**src/rtl/instruction_fetch.sv**
```systemverilog
// Fetch stage: single-outstanding instruction-memory read, registered hand-off to decode, flush support.
// Optional IF_MISALIGN_TRAP_EN: misaligned PCs raise out_fault instead of being fetched.
module instruction_fetch #(
  parameter logic [31:0] RESET_INSTR = 32'h0000_0013
) (
  input  logic        clk,
  input  logic        rst,
  input  logic [31:0] pc,
  output logic        pc_en,
  output logic        imem_req,
  output logic [31:0] imem_addr,
  input  logic        imem_gnt,
  input  logic        imem_rvalid,
  input  logic [31:0] imem_rdata,
  input  logic        flush,
  output logic        out_valid,
  input  logic        out_ready,
  output logic [31:0] out_instr,
  output logic [31:0] out_pc,
  output logic        out_fault
);

  typedef enum logic [1:0] {
    FETCH = 2'd0,
    WAIT  = 2'd1,
    HOLD  = 2'd2
  } state_t;

  state_t      state, state_nxt;
  logic        kill, kill_nxt;
  logic [31:0] req_pc, req_pc_nxt;
  logic [31:0] instr_nxt, opc_nxt;
  logic        fault_q, fault_nxt;
  logic        misaligned;

`ifdef IF_MISALIGN_TRAP_EN
  assign misaligned = (pc[1:0] != 2'b00);
`else
  assign misaligned = 1'b0;
`endif

  assign imem_addr = {pc[31:2], 2'b00};
  assign out_valid = (state == HOLD);
  assign out_fault = fault_q;

  always_comb begin
    // NOTE: every output of this block gets a default first so no path leaves a latch behind.
    state_nxt  = state;
    kill_nxt   = kill;
    req_pc_nxt = req_pc;
    instr_nxt  = out_instr;
    opc_nxt    = out_pc;
    fault_nxt  = fault_q;
    imem_req   = 1'b0;
    pc_en      = 1'b0;

    case (state)
      FETCH: begin
        if (misaligned) begin
          // Trap path: no memory access, present a faulting NOP at the offending PC.
          if (!flush) begin
            state_nxt = HOLD;
            instr_nxt = RESET_INSTR;
            opc_nxt   = pc;
            fault_nxt = 1'b1;
          end
        end else begin
          imem_req = !rst;
          if (imem_req && imem_gnt) begin
            state_nxt  = WAIT;
            req_pc_nxt = pc;
            kill_nxt   = flush;
          end
        end
      end

      WAIT: begin
        if (imem_rvalid) begin
          kill_nxt = 1'b0;
          if (kill || flush) begin
            state_nxt = FETCH;
          end else begin
            state_nxt = HOLD;
            instr_nxt = imem_rdata;
            opc_nxt   = req_pc;
            fault_nxt = 1'b0;
          end
        end else if (flush) begin
          // The read cannot be cancelled; remember to drop its data when it lands.
          kill_nxt = 1'b1;
        end
      end

      HOLD: begin
        if (flush) begin
          state_nxt = FETCH;
          instr_nxt = RESET_INSTR;
          fault_nxt = 1'b0;
        end else if (out_ready) begin
          pc_en     = 1'b1;
          state_nxt = FETCH;
        end
      end

      default: state_nxt = FETCH;
    endcase
  end

  // NOTE: state registers use non-blocking assignments so every flop samples pre-edge values.
  always_ff @(posedge clk or posedge rst) begin
    if (rst) begin
      state     <= FETCH;
      kill      <= 1'b0;
      req_pc    <= '0;
      out_instr <= RESET_INSTR;
      out_pc    <= '0;
      fault_q   <= 1'b0;
    end else begin
      state     <= state_nxt;
      kill      <= kill_nxt;
      req_pc    <= req_pc_nxt;
      out_instr <= instr_nxt;
      out_pc    <= opc_nxt;
      fault_q   <= fault_nxt;
    end
  end

endmodule

```
**config.mk**
```make
export PLATFORM = sky130hd
export DESIGN_NAME = instruction_fetch
export DESIGN_NICKNAME = d
export VERILOG_FILES = /design/src/rtl/instruction_fetch.sv
export SDC_FILE = /design/constraint.sdc
export NUM_CORES = 1
export LEC_CHECK = 0
export ABC_AREA = 1
export CAP_MARGIN = 30
export CORE_MARGIN = 2
export CORE_UTILIZATION = 28
export CTS_BUF_LIST = sky130_fd_sc_hd__clkbuf_16
export CTS_CLUSTER_DIAMETER = 50
export DETAILED_ROUTE_END_ITERATION = 10
export SLEW_MARGIN = 20
export SYNTH_ARGS = -nofsm -noshare
export SYNTH_HDL_FRONTEND = slang
export SYNTH_SLANG_ARGS = --single-unit
export TNS_END_PERCENT = 100
```
**constraint.sdc**
```tcl
create_clock -name clk -period 3.5 [get_ports clk]
set_clock_uncertainty 0.05 [all_clocks]
set_input_delay 0.7 -clock clk [delete_from_list [all_inputs] [get_ports clk]]
set_output_delay 0.7 -clock clk [all_outputs]
set_load 0.05 [all_outputs]
```
# [Word-level counts from Yosys, hierarchy flattened]
# Index checks and enable logic that the tools add are counted.
# Widths: inputs -> output; s select.
[word_totals] wordCells=48 in_bits=70 output_inout_bits=100 register_bits=100
[classes] n_reduce_logical=11 bitwise=1 muxes=22 n_eq_ne=8
[ops] cell="$mux 32" count=3
[ops] cell="$pmux 32 s2" count=1
[ops] cell="$mux 1" count=10
[ops] cell="$mux 2" count=5
[ops] cell="$reduce_and 3->1" count=3
[ops] cell="$ne 2x2->1 const B" count=4
[ops] cell="$pmux 2 s3" count=1
[ops] cell="$pmux 1 s2" count=2
[ops] cell="$reduce_and 4->1" count=1
[ops] cell="$reduce_bool 2->1" count=2
[ops] cell="$ne 3x2->1 const B" count=1
[ops] cell="$ne 3x3->1 const B" count=1
[ops] cell="$eq 2x1->1 const B" count=1
[ops] cell="$eq 2x2->1 const B" count=1
[ops] cell="$logic_not 2->1" count=1
[ops] cell="$reduce_and 2->1" count=1
[ops] cell="$logic_and 1x1->1" count=1
[ops] cell="$logic_not 1->1" count=1
[ops] cell="$logic_or 1x1->1" count=1
[ops] cell="$not 1->1" count=1

# [Logic depth before layout (Yosys ltp)]
# Gate-level depths: netlist (run 1).
[depth] depth_word=4 depth_mapped=8 ltp_nobuf=7

# [Worst setup path after synthesis (run 1)]
# OpenSTA, ideal clock, no wires.
[synth_timing] kind="input to register" startpoint="input port rst" endpoint="register kill" arrival_time_ns=3.189 t_required_ns=3.333 setup_time_ns=0.117 path_buffers=0 slack_ns=0.144 cell_stages=6 cell_sequence="inv_1 > nand2_1 > nand3_1 > nand3_1 > nand2_1 > nand2_1"
[synth_between] elab_chain_cells=4
[synth_rtl] item="from (decl)" line="7" rtl="input logic rst,"
[synth_rtl] item="$logic_not 1->1 (no line)"
[synth_rtl] item="$logic_and 1x1->1" line="69" rtl="if (imem_req && imem_gnt) begin"
[synth_rtl] item="$ne 2x2->1 (no line)"
[synth_rtl] item="$reduce_and 3->1 (no line)"
[synth_rtl] item="to (signal assigned)" line="120" rtl="kill <= kill_nxt;"
[synth_rtl] item="to (decl)" line="30" rtl="logic kill, kill_nxt;"
# No other way between the ends.
# A chain may end at the register's enable or synchronous reset.

# [Final worst setup path (run 1)]
[layout_timing] startpoint="input port flush" endpoint="output port pc_en"
[layout_between] elab_chain_cells=2
[layout_rtl] item="from (decl)" line="15" rtl="input logic flush,"
[layout_rtl] item="$mux 1" line="95" rtl="if (flush) begin"
[layout_rtl] item="$mux 1" line="57" rtl="case (state)"
[layout_rtl] item="to (decl)" line="9" rtl="output logic pc_en,"
# No other way between the ends.

==> flow_summary.yaml, run 1 <==
route:
  wire_per_inst_um: 12.97
  drcViolationCount: 0
  dr.pass1.iters: 5
  vias_per_cell: 4.340
  ant_nets: 0
  routed_wl_um: 11500
  vias: 3850
  drtIter0Drc: 168
synthesis:
  synth_warnings: 0
  yosysSeqAreaShare_pct: 56.21
  synth-seq-cells: 99
  synth_cells: 542
  synth_compound_area_share_pct: 0.1134
  synthFlopType: "dfrtp_1"
  synthSimpleGateAreaFrac_pct: 31.75
  yosysMostFrequentCell: "nand2_1"
  synth-edff-count: 0
  synth_top_family_by_area: "simple AND/OR/NAND/NOR gates"
  async_flop_share_pct: 100.0
  synth_top_area_share_pct: 54.42
  synthTopCellsByArea: "dfrtp_1 54%, nand2_1 20%, nand3_1 7.8%"
  synth_common_cells: "233 x nand2_1, 96 x dfrtp_1, 69 x nand3_1"
  syn_area_mm2: 0.004414
  synth-xor-area-share_pct: 0
  synthMuxAreaShare_pct: 0
  yosysUniqueCellTypes: 18
  synth_largest_area_cell: "dfrtp_1"
  avgSynthCellArea_um2: 8.144
  synthAdderAreaFrac_pct: 0
die:
  die_area_mm2: 0.01679
  chipHeight_um: 129.6
  io_pins: 170
  core.rowCount: 45
  die_x_um: 129.6
  initial_core_util_pct: 28.82
  coreArea_mm2: 0.01531
setup_path:
  rrSetupSlack_ns: 1.49
  reg2reg_depth: 9
  crit_top_cell: "clkdlybuf4s50_1"
  cp_num_buf_inv: 3
  slowest_stage: "clkdlybuf4s50_1"
  critPathRequiredTime_ns: 2.75
  cp-end-kind: "output pin"
  timing.rr.start: "state[1]"
  critPathLaunchType: "input pin"
  max_stage_delay_ns: 0.80
  r2r-end: "out_instr[28]"
  crit_path_max_fanout: 3
  worstPathArrival_ns: 2.27
  critPathKind: "input pin to output pin"
  crit_family: "buffers and inverters"
  cp_cell_sequence: "clkdlybuf4s50_1, inv_1, nand3_1, nor2_1, clkdlybuf4s50_1"
timing:
  fmax_ghz: 0.3307
  finalSetupTns_ns: 0
  rsz0062_at_grt: "no"
  setup_viol: 0
  slew_headroom_pct: 47.36
  drv_slew: 0
  fin_crit_ns: 3.024
  final-hold-violation-count: 0
  tightestPinTransition_ns: 0.7871
  fin_crit_sh_pct: 86.40
placed_design:
  dp_hpwl_um: 8156
  io_buffers: 166
  dpl-instance-area_mm2: 0.006068
  gp_congestion: 0.7530
global_route:
  first_global_vias: 3785
  grt_antenna_before_repair: 0
  gr-usage-all-layers_pct: 14.04
  grt_first_pass_wirelength_um: 18440
  overflow: 0
  grt_max_degree: 49
clock_network:
  clkLatencyLatePin_ns: 0.36
  cts_resized: 0
  cts_tree: "built"
  postCtsHoldBufs: 0
  root_buffer: "clkbuf_16"
  h-tree-depth: 3
  cts.sinks: 99
  numCtsBuffers: 9
  cts_max_path_buffers: 2
  clkTransAtPathRegs_ns: 0.07
  cts_setup_buffers: 0
cells_and_area:
  layout-drive-gt1-share_pct: 6.509
  fin_nets: 741
  stdcell_area_mm2: 0.006385
  diodes: 0
  syn_to_final_growth_pct: 44.64
status:
  outcome: "complete, no violations"
min_path:
  hold_class: "flip-flop to flip-flop"
  hp-start: "out_instr[4]"
  holdPathStages: 2
  whs_endpoint: "out_instr[4]"
pwr:
  p_per_area_mw_per_mm2: 917.0
  p_leak_uw: 0.003207
  peakVddDrop_uv: 409.3
flow_run:
  cap_viol_max_count: 0
-- worst register-to-register path: cells and delay by family (launching register included) --
kind                   cells  cell delay, ns
buffers and inverters      4            0.83
flip-flops                 1            0.46
AND/OR/NAND/NOR            5            0.57
-- per-layer routing --
| layer | up-vias | part of all wire, % | wire, µm | global-route usage, % |
|---|---|---|---|---|
| met4 | 0 | 1.8 | 208 | 5.882 |
| li1 | 1885 | - | - | - |
| met5 | - | 0 | 0 | 0 |
| met1 | 1793 | 45 | 5143 | 17.82 |
| met3 | 11 | 7.0 | 806 | 3.262 |
| met2 | 161 | 46 | 5347 | 23.07 |
-- layout by cell type, fill, tap and decap left out, types with 2 or more instances in the layout --
master	count
inv_8	4
nand3_1	69
nand2_1	233
or2_2	3
nor2_2	2
inv_2	4
dfstp_2	3
buf_4	11
clkdlybuf4s50_1	165
clkbuf_16	9
conb_1	3
nor2_1	31
inv_1	33
dfrtp_1	96
-- power breakdown --
group	switching [µW]	internal, µW	leakage [µW]
Combinational	1980	923	0.00181
Clock	487	577	0.000154
Sequential	271	1620	0.00124
-- how the worst max path moves through the flow --
stage	to	depth (start not counted)	from
after floorplan	kill	6	rst
after global placement	pc_en	5	flush
after detailed placement	pc_en	5	flush
after CTS	pc_en	5	flush
after global routing	pc_en	5	flush
final	pc_en	5	flush
-- kinds of logic after synthesis --
group,count (synthesis)
buffers and inverters,99
flip-flops,99
AO/OA/AOI/OAI,1
other,1
AND/OR/NAND/NOR,342
-- cell type report --
type	count	area [µm²]
clock inverters	7	91.34
repair buffers	177	1754
inverters	38	145.1
clock buffers	9	225.2
well taps	211	264.0
multi-input cells	346	1424
fillers	1546	8930
flip-flops and latches	99	2481
-- stage by stage --
step	power [µW]	hold WS, ns	utilization (%)	setup WS (ns)	instances
CTS	5921	0.4177	41.69	0.4717	887
global route	6173	0.4397	41.69	0.4005	887
detailed placement	4838	0.4075	39.62	0.4769	871
finish	5855	0.4144	41.69	0.4762	887
global placement	4794	0.4027	39.62	0.4681	871
floorplan	3778	0.3922	-	0.1443	544
-- registers in the layout (all words and copies together) (netlist names) --
register,cells
out_instr,32
out_pc,32
req_pc,32
state,2
kill,1
Note: power is estimated with default switching activity, not from simulation.
==> inputs of run 2 (changes only) <==
--- a/config.mk
+++ b/config.mk
@@ -12,6 +12,8 @@
 export CTS_BUF_LIST = sky130_fd_sc_hd__clkbuf_16
 export CTS_CLUSTER_DIAMETER = 50
 export DETAILED_ROUTE_END_ITERATION = 10
+export RECOVER_POWER = 25
+export SKIP_LAST_GASP = 1
 export SLEW_MARGIN = 20
 export SYNTH_ARGS = -nofsm -noshare
 export SYNTH_HDL_FRONTEND = slang
==> flow_summary.yaml, run 2 (synthesis gave the netlist of run 1 again) <==
clock_network:
  numCtsBuffers: 9
  h-tree-depth: 3
  root_buffer: "clkbuf_16"
  cts_max_path_buffers: 2
  cts_tree: "built"
  cts_resized: 0
  cts.sinks: 99
  cts_setup_buffers: 0
  clkTransAtPathRegs_ns: 0.07
  postCtsHoldBufs: 0
  clkLatencyLatePin_ns: 0.36
timing:
  setup_viol: 0
  drv_slew: 0
  slew_headroom_pct: 19.32
  fin_crit_ns: 3.025
  final-hold-violation-count: 0
  finalSetupTns_ns: 0
  tightestPinTransition_ns: 1.204
  worst_slack_ns: 0.4749
  rsz0062_at_grt: "no"
  fin_crit_sh_pct: 86.43
  fmax_ghz: 0.3306
min_path:
  holdPathStages: 2
  hold_class: "flip-flop to flip-flop"
  hp-start: "out_instr[4]"
  whs_endpoint: "out_instr[4]"
setup_path:
  reg2reg_depth: 9
  cp-end-kind: "output pin"
  rrSetupSlack_ns: 1.48
  critPathRequiredTime_ns: 2.75
  critPathLaunchType: "input pin"
  r2r-end: "out_instr[31]"
  crit_path_max_fanout: 3
  timing.rr.start: "state[1]"
  worstPathArrival_ns: 2.28
  critPathKind: "input pin to output pin"
global_route:
  grt_max_degree: 49
  grt_antenna_before_repair: 0
  gr-usage-all-layers_pct: 14.04
  first_global_vias: 3785
  overflow: 0
  grt_first_pass_wirelength_um: 18440
route:
  drtIter0Drc: 169
  vias: 3834
  dr.pass1.iters: 5
  ant_nets: 0
  wire_per_inst_um: 13.00
  drcViolationCount: 0
  vias_per_cell: 4.322
  routed_wl_um: 11530
die:
  die_x_um: 129.6
  die_area_mm2: 0.01679
  chipHeight_um: 129.6
  core.rowCount: 45
  io_pins: 170
  coreArea_mm2: 0.01531
  initial_core_util_pct: 28.82
placed_design:
  dpl-instance-area_mm2: 0.006068
  pre_cts_slack_ns: 0.4769
  gp_congestion: 0.7530
  io_buffers: 166
  dp_hpwl_um: 8156
cells_and_area:
  reg.largest.list: "out_instr (32), out_pc (32), req_pc (32)"
  layout_commonest_cell: "nand2_1"
  diodes: 0
  final_cell_mix: "233 x nand2_1, 164 x clkdlybuf4s50_1, 96 x dfrtp_1"
  final_util_pct: 41.65
  regArea_mm2: 0.002481
  layout-drive-gt1-share_pct: 6.509
  multi_input_area_mm2: 0.001424
  syn_to_final_growth_pct: 44.50
  stdcell_area_mm2: 0.006379
  num-fill-cells: 1547
  fin_nets: 741
pwr:
  peakVddDrop_uv: 409.5
  p_per_area_mw_per_mm2: 917.6
  p_leak_uw: 0.003202
status:
  outcome: "complete, no violations"
flow_run:
  cap_viol_max_count: 0
[run 2: changes by cell type in the layout (fill, tap and decap cells not counted), sizes merged]
cell and change:
buf -2, clkbuf +2, clkdlybuf4s50 -1, clkinvlp +1, dlygate4sd3 +1, inv -1
[run 2: worst max path at each step]
| stage | slack [ns] | to | from |
|---|---|---|---|
| floorplan | 0.14 | kill | rst |
| global placement | 0.47 | pc_en | flush |
| detailed placement | 0.48 | pc_en | flush |
| CTS | 0.47 | pc_en | flush |
| global route | 0.24 | req_pc[7] | rst |
| finish | 0.47 | pc_en | flush |
[run 2: layout make-up]
type                       count  share of cell area [%]
clock inverter                 7                   1.432
sequential                    99                   38.90
timing repair buffer         177                   27.42
clock buffer                   9                   3.531
tap                          211                   4.139
multi-input combinational    346                   22.32
inverter                      38                   2.256
[run 2: per-layer routing]
metal / track usage, % / share of wire, % / wire length [µm]
met1: 17.82 / 45 / 5163
met2: 23.07 / 47 / 5370
met3: 3.262 / 6.8 / 784
met4: 5.882 / 1.8 / 208
met5: 0 / 0 / 0
[run 2: report_power, final]
group / internal [µW] / switching [µW] / total (µW)
Sequential: 1620 / 270 / 1890
Clock: 577 / 487 / 1060
Combinational: 922 / 1980 / 2900
Total: 3120 / 2730 / 5850
[run 2: stage by stage]
step	power [µW]	hold slack, ns	cells
floorplan	3778	0.3922	544
global placement	4794	0.4027	871
detailed placement	4838	0.4075	871
CTS	5921	0.4177	887
global route	6172	0.4397	887
finish	5853	0.4147	887
[run 2: critical path: stages]
cell	delay [ns]
clkdlybuf4s50_1	0.44
inv_1	0.09
nand3_1	0.13
nor2_1	0.11
clkdlybuf4s50_1	0.80
==> inputs of run 3 (changes only) <==
--- a/config.mk
+++ b/config.mk
@@ -12,6 +12,7 @@
 export CTS_BUF_LIST = sky130_fd_sc_hd__clkbuf_16
 export CTS_CLUSTER_DIAMETER = 50
 export DETAILED_ROUTE_END_ITERATION = 10
+export PLACE_DENSITY = 0.68
 export RECOVER_POWER = 25
 export SKIP_LAST_GASP = 1
 export SLEW_MARGIN = 20
==> flow_summary.yaml, run 3 (synthesis gave the netlist of run 1 again) <==
cells_and_area:
  diodes: 0
  final_util_pct: 41.41
  syn_to_final_growth_pct: 43.65
  fin_nets: 740
  layout_commonest_cell: "nand2_1"
  final_cell_mix: "233 x nand2_1, 163 x clkdlybuf4s50_1, 96 x dfrtp_1"
  num-fill-cells: 1586
  stdcell_area_mm2: 0.006341
  multi_input_area_mm2: 0.001424
  reg.largest.list: "out_instr (32), out_pc (32), req_pc (32)"
  layout-drive-gt1-share_pct: 6.231
  regArea_mm2: 0.002481
route:
  vias: 3718
  vias_per_cell: 4.201
  wire_per_inst_um: 12.65
  maxUsedRoutingLayer: "met4"
  ant_nets: 0
  wl_met1_um: 4723
  dr.pass1.iters: 4
  wl_met2_um: 5372
  routed_wl_um: 11200
  drcViolationCount: 0
  met3_length_um: 875
  drtIter0Drc: 199
setup_path:
  critPathLaunchType: "input pin"
  critPathRequiredTime_ns: 2.75
  worstPathArrival_ns: 2.01
  cp_num_buf_inv: 2
  crit_top_cell: "clkdlybuf4s50_1"
  crit_path_max_fanout: 2
  critPathKind: "input pin to output pin"
  cp_cell_sequence: "clkdlybuf4s50_1, clkdlybuf4s50_1"
  slowest_stage: "clkdlybuf4s50_1"
  cp-end-kind: "output pin"
  crit_family: "buffers and inverters"
  max_stage_delay_ns: 0.82
placed_design:
  io_buffers: 166
  dp_hpwl_um: 7491
  gp_congestion: 0.7187
  dpl-instance-area_mm2: 0.006071
pwr:
  peakVddDrop_uv: 335.1
  p_int_uw: 3088
  total_power_uw: 5725
  clkPwrFrac_pct: 16.7
  swShare_pct: 46.07
  p_seq_share_pct: 32.5
  p_leak_uw: 0.003185
  p_per_area_mw_per_mm2: 902.9
  p_comb_share_pct: 50.7
  switchingPower_uw: 2638
status:
  outcome: "complete, no violations"
global_route:
  first_global_vias: 3829
  gr-usage-all-layers_pct: 14.27
  grt_antenna_before_repair: 0
  overflow: 0
  grt_max_degree: 100
  grt_first_pass_wirelength_um: 18830
clock_network:
  clkLatencyLatePin_ns: 0.34
  postCtsHoldBufs: 0
  cts_resized: 0
  cts_tree: "built"
  root_buffer: "clkbuf_16"
  h-tree-depth: 3
  cts_setup_buffers: 0
  numCtsBuffers: 9
  cts.sinks: 99
  cts_max_path_buffers: 2
  clkTransAtPathRegs_ns: 0.06
timing:
  slew_headroom_pct: 9.129
  tightestPinTransition_ns: 1.363
  final-hold-violation-count: 0
  rsz0062_at_grt: "no"
  finalSetupTns_ns: 0
  drv_slew: 0
  setup_viol: 0
  fin_crit_sh_pct: 78.78
  fin_crit_ns: 2.757
  fmax_ghz: 0.3627
die:
  die_area_mm2: 0.01679
  initial_core_util_pct: 28.82
  io_pins: 170
  core.rowCount: 45
  chipHeight_um: 129.6
  coreArea_mm2: 0.01531
  die_x_um: 129.6
flow_run:
  cap_viol_max_count: 0
min_path:
  hold_class: "flip-flop to flip-flop"
[run 3: final cells by class]
type,instances,area share (%)
clock inverter,6,0.9274
inverter,38,2.269
sequential,99,39.13
multi-input combinational,346,22.45
clock buffer,9,3.552
timing repair buffer,176,27.51
tap,211,4.163
[run 3: final timing paths]
path                              startpoint            end  slack (ns)  depth (start not counted)
min in group asynchronous                rst       state[0]        1.36                          3
worst min register to register  out_instr[0]   out_instr[0]        0.41                          2
worst max-delay path                  pc[28]  imem_addr[28]        0.74                          2
worst max register to register      state[1]  out_instr[23]        1.58                          9
worst min-delay path            out_instr[0]   out_instr[0]        0.41                          2
max in group asynchronous                rst  out_instr[27]        1.18                          3
[run 3: metrics by stage]
step	worst slack (ns)	std cells	hold WS (ns)
6_report	0.7427	885	0.4147
5_1_grt	0.7122	885	0.4368
4_1_cts	0.7421	885	0.4193
3_5_place_dp	0.7421	870	0.4073
3_3_place_gp	0.7416	870	0.4021
2_1_floorplan	0.1443	544	0.3922
[run 3: worst reg2reg max path, stage by stage (launching register included)]
cell,delay [ns]
dfrtp_1,0.46
inv_2,0.09
nor2_2,0.12
buf_4,0.35
inv_1,0.10
nand2_2,0.09
nand2_1,0.14
buf_4,0.27
nand2_1,0.10
nand2_1,0.05
[run 3: metal layers]
layer  track usage, %  vias to the layer above
met5                0                        -
met2            23.87                      123
met1            17.17                     1694
li1                 -                     1886
met4            6.325                        0
met3            4.005                       15
[run 3: power by group through the flow]
| stage | logic [µW] | clock network, µW | registers (µW) |
|---|---|---|---|
| global placement | 2920 | 0 | 1870 |
| global route | 3100 | 1040 | 1930 |
| CTS | 2940 | 1000 | 1870 |
| floorplan | 597 | 0 | 3180 |
| detailed placement | 2940 | 0 | 1880 |
| finish | 2900 | 958 | 1860 |
==> RTL edit 1 (config.mk and constraints of run 2) <==
Add a define of `IF_MISALIGN_TRAP_EN`.
--- a/src/rtl/instruction_fetch.sv
+++ b/src/rtl/instruction_fetch.sv
@@ -1,5 +1,7 @@
 // Fetch stage: single-outstanding instruction-memory read, registered hand-off to decode, flush support.
 // Optional IF_MISALIGN_TRAP_EN: misaligned PCs raise out_fault instead of being fetched.
+`define IF_MISALIGN_TRAP_EN
+
 module instruction_fetch #(
   parameter logic [31:0] RESET_INSTR = 32'h0000_0013
 ) (
Behaviour: not the same (Yosys sat finds a counterexample within 4 cycles, from zero or initial values and one cycle with rst high).
==> RTL edit 1 against run 2 <==
  * Final area increased by 11%
  * Critical path depth decreased by 2
  * Worst setup slack got worse by 0.072 ns
  * Area after synthesis increased by 19%
  * Die area increased by 19%
  * Sequential cell count increased by 1
  * Power increased by 13%
  * Count of clock-buffer cells in the layout unchanged
  * Synthesized cell count increased by 21%
  * Largest power group unchanged
  * Routed wire length increased by 20%
  * Hold slack got worse by 0.0016 ns
  * Combinational power increased by 25%
==> RTL edit 1: results (changes against run 2) <==
status:
  status: "complete, no violations"  # unchanged
route:
  avgViaCountPerCell: 4.44  # was 4.32
  met3_length_um: 715  # was 784 um
  wirelength_um: 13800  # was 11500 um
  firstDrtPassIters: 4  # was 5
  wl_per_cell_um: 13.7  # was 13.0 um
  wl_met1_um: 6960  # was 5160 um
  drt_iter0_drc: 154  # was 169
placed_design:
  port_buffers: 167  # was 166
  placed_area_um2: 6810  # was 6070 um^2
critical_path:
  r2r_slack_ns: 1.09  # was 1.48 ns
  rr_worst_depth: 8  # was 9
synth:
  yosysUniqueCellTypes: 28  # was 18
  yosys-top-cells-area: "dfrtp_1 (46%), nand2_1 (17%), buf_4 (6.3%)"  # was dfrtp_1 (54%), nand2_1 (20%), nand3_1 (7.8%)
  synthAdderAreaFrac_pct: 1.43  # was 0%
  synth_seq_area_share_pct: 47.6  # was 56.2%
  yosys-top-cells-count: "nand2_1 (238), dfrtp_1 (97), inv_1 (73), buf_4 (44), nand3_1 (35)"  # was nand2_1 (233), dfrtp_1 (96), nand3_1 (69), inv_1 (34), buf_4 (33)
cells_and_area:
  layout-drive-gt1-share_pct: 7.74  # was 6.51%
  fill_cells: 1972  # was 1547
global_route:
  grt_pass1_vias: 4320  # was 3785
  grt_use_met2_pct: 22.2  # was 23.1%
  grt_max_degree: 101  # was 49
  use_met3_pct: 3.29  # was 3.26%
  grt.met1_usage_pct: 19.9  # was 17.8%
power_and_ir_drop:
  p_leak_uw: 0.00360  # was 0.00320 uW
  power.density_nw_per_um2: 931  # was 918 nW/um^2
## RTL edit 1: changes by cell type after synthesis, moves of 6 or more
cell and delta:
inv_1 +39, nand3_1 -34, o21ai_0 +33, nand4_1 +32, nor2_1 -21, o21ai_1 +16
o21ai_2 +14, buf_2 -11, buf_4 +11, buf_6 +10, ha_1 +6
## RTL edit 1: how the worst max path moves through the flow
| stage | start | end | slack, ns | cells after the start |
|---|---|---|---|---|
| 4_1_cts | state[0]$_DFFE_PP0P_ | imem_req | 0.43 | 5 |
| 3_3_place_gp | pc[0] | imem_req | 0.49 | 5 |
| 2_1_floorplan | rst | state[1]$_DFFE_PP0P_ | 0.64 | 7 |
| 6_report | rst | imem_req | 0.40 | 3 |
| 5_1_grt | rst | imem_req | 0.36 | 3 |
| 3_5_place_dp | pc[1] | imem_req | 0.48 | 5 |
## RTL edit 1: worst max-delay path, cell delays in order
cell	delay, ns
dlygate4sd3_1	0.61
nor3_4	0.21
clkdlybuf4s50_1	0.83
## RTL edit 1: cells by family (layout without fill, tap and decap cells)
family,after synthesis,count (layout)
DFF,100,100
and+or+nand+nor,332,332
buffers and inverters,148,267
adders and majority gates,6,6
AOI/OAI and AO/OA,68,68
other,1,2
## RTL edit 1: power breakdown
group / leakage, uW / switching (uW) / internal (uW)
clock: 0.000155 / 466 / 625
sequential: 0.00128 / 261 / 1650
combinational: 0.00217 / 2500 / 1120
## RTL edit 1: area by class of cell
class                      count  share of cell area, %
clock inverter                 7                   1.27
timing repair buffer         174                   24.6
tap                          234                   4.12
sequential                   100                   35.2
multi-input combinational    408                   27.5
clock buffer                   9                   3.17
inverter                      77                   4.12
==> RTL edit 2 (config.mk and constraints of run 2) <==
Without the edit above. Re-encode `state_t` (3 states) as one-hot, 3 bits wide.
--- a/src/rtl/instruction_fetch.sv
+++ b/src/rtl/instruction_fetch.sv
@@ -20,10 +20,10 @@
   output logic        out_fault
 );
 
-  typedef enum logic [1:0] {
-    FETCH = 2'd0,
-    WAIT  = 2'd1,
-    HOLD  = 2'd2
+  typedef enum logic [2:0] {
+    FETCH = 3'b001,
+    WAIT  = 3'b010,
+    HOLD  = 3'b100
   } state_t;
 
   state_t      state, state_nxt;
Function: same outputs for any inputs over 4 cycles, from zero or initial values and one cycle with rst high; so few cycles prove little.
==> RTL edit 2 against run 2 <==
  * Sequential power grew 4%
  * Clock power fell by 17%
  * Power grew 0.29%
  * Routed wire length decreased by 1.9%
  * Worst setup slack lost 0.069 ns
  * Hold slack better by 0.0032 ns
  * Final area up 0.94%
  * Sequential cell count increased by 1
  * Area after synthesis rose by 4.7%
  * Critical path type unchanged
  * Largest cell class unchanged
  * Largest power group unchanged
==> RTL edit 2: results (changes against run 2) <==
route:
  drt_iter0_drc: 157  # was 169
  wl_met1_um: 4850  # was 5160 um
  wl_per_cell_um: 13.0  # about the same
  dr_wl_met2_um: 5570  # was 5370 um
  met3_length_um: 557  # was 784 um
  avgViaCountPerCell: 4.23  # was 4.32
cells_and_area:
  fill_cells: 1632  # was 1547
  layout-drive-gt1-share_pct: 11.0  # was 6.51%
  fin_nets: 720  # was 741
critical_path:
  cpPeakStageDelay_ns: 0.82  # was 0.80 ns
  r2r_end: "req_pc[7]$_DFFE_PP0P_"  # was out_instr[31]$_DFFE_PP0P_
  r2r_slack_ns: 0.95  # was 1.48 ns
  cp.arrival_ns: 2.34  # was 2.28 ns
  r2r-start: "state[0]$_DFFE_PP1P_"  # was state[1]$_DFFE_PP0P_
  rr_worst_depth: 6  # was 9
  slowest_stage: "clkdlybuf4s50_1"  # unchanged
global_route:
  grt_use_met2_pct: 22.3  # was 23.1%
  grt.met1_usage_pct: 16.7  # was 17.8%
  grt_first_pass_wirelength_um: 19200  # was 18400 um
  grt.total_usage_pct: 13.5  # was 14.0%
  grt_pass1_vias: 3786  # was 3785
  use_met3_pct: 3.33  # was 3.26%
min_path:
  holdCritStartpoint: "out_instr[0]$_DFFE_PP1P_"  # was out_instr[4]$_DFFE_PP1P_
  holdPathEnd: "out_instr[0]$_DFFE_PP1P_"  # was out_instr[4]$_DFFE_PP1P_
status:
  status: "complete, no violations"  # unchanged
synth:
  yosys-top-cells-area: "dfrtp_1 (52%), nand2_1 (8.9%), inv_1 (5.6%)"  # was dfrtp_1 (54%), nand2_1 (20%), nand3_1 (7.8%)
  synth_seq_area_share_pct: 54.3  # was 56.2%
  synth_compound_area_share_pct: 10.5  # was 0.113%
  yosys-top-cells-count: "nand2_1 (110), dfrtp_1 (96), inv_1 (69), nor2_1 (68), nand3_1 (39)"  # was nand2_1 (233), dfrtp_1 (96), nand3_1 (69), inv_1 (34), buf_4 (33)
  yosysUniqueCellTypes: 21  # was 18
placed_design:
  hpwl_um: 8130  # was 8160 um
power_and_ir_drop:
  p_seq_share_pct: 33.6  # was 32.3%
  p_leak_uw: 0.00311  # was 0.00320 uW
  clockPowerShare_pct: 15.0  # was 18.2%
  power.switching_uw: 2700  # was 2730 uW
  irDropWorstVdd_mv: 0.464  # was 0.409 mV
timing:
  maxSlewHeadroom_pct: 10.2  # was 19.3%
clock_network:
  clock_latency_ns: 0.34  # was 0.36 ns
## RTL edit 2: cell types whose count changed after synthesis, sizes merged
cell    before  now
nand3       69   39
dfstp        3    4
a21oi        0   33
nand4        1    0
buf         55   56
o21ai        1   35
nor4         0    1
clkbuf       6    3
inv         38   71
nor2        34   68
nor3         1    2
nand2      234  112
or2          3    0
## RTL edit 2: how the worst max path moves through the flow
stage	startpoint	end	slack, ns	depth (start not counted)
global route	flush	pc_en	0.30	5
detailed placement	rst	imem_req	0.53	3
global placement	flush	pc_en	0.53	5
floorplan	rst	req_pc[0]$_DFFE_PP0P_	0.29	5
CTS	rst	imem_req	0.53	3
finish	flush	pc_en	0.41	5
## RTL edit 2: cell families after synthesis
| kind of cell | count (synthesis) |
|---|---|
| buffers and inverters | 130 |
| other | 1 |
| AOI/OAI and AO/OA | 68 |
| DFF | 100 |
| and+or+nand+nor | 222 |
## RTL edit 2: layout make-up
type | instances | area share, %
clock buffer | 9 | 3.50
clock inverter | 7 | 0.564
inverter | 71 | 4.16
multi-input combinational | 293 | 21.9
sequential | 100 | 38.9
tap | 216 | 4.20
timing repair buffer | 175 | 26.8
## RTL edit 2: stage by stage
| step | hold WS, ns | cells | area [um^2] | util [%] | worst slack [ns] |
|---|---|---|---|---|---|
| after global placement | 0.404 | 855 | 6200 | 38.7 | 0.530 |
| final | 0.418 | 871 | 6440 | 40.2 | 0.406 |
| after global routing | 0.435 | 871 | 6440 | 40.2 | 0.299 |
| after floorplan | 0.427 | 523 | 4630 | - | 0.288 |
| after CTS | 0.419 | 871 | 6460 | 40.4 | 0.534 |
| after detailed placement | 0.407 | 855 | 6200 | 38.7 | 0.530 |
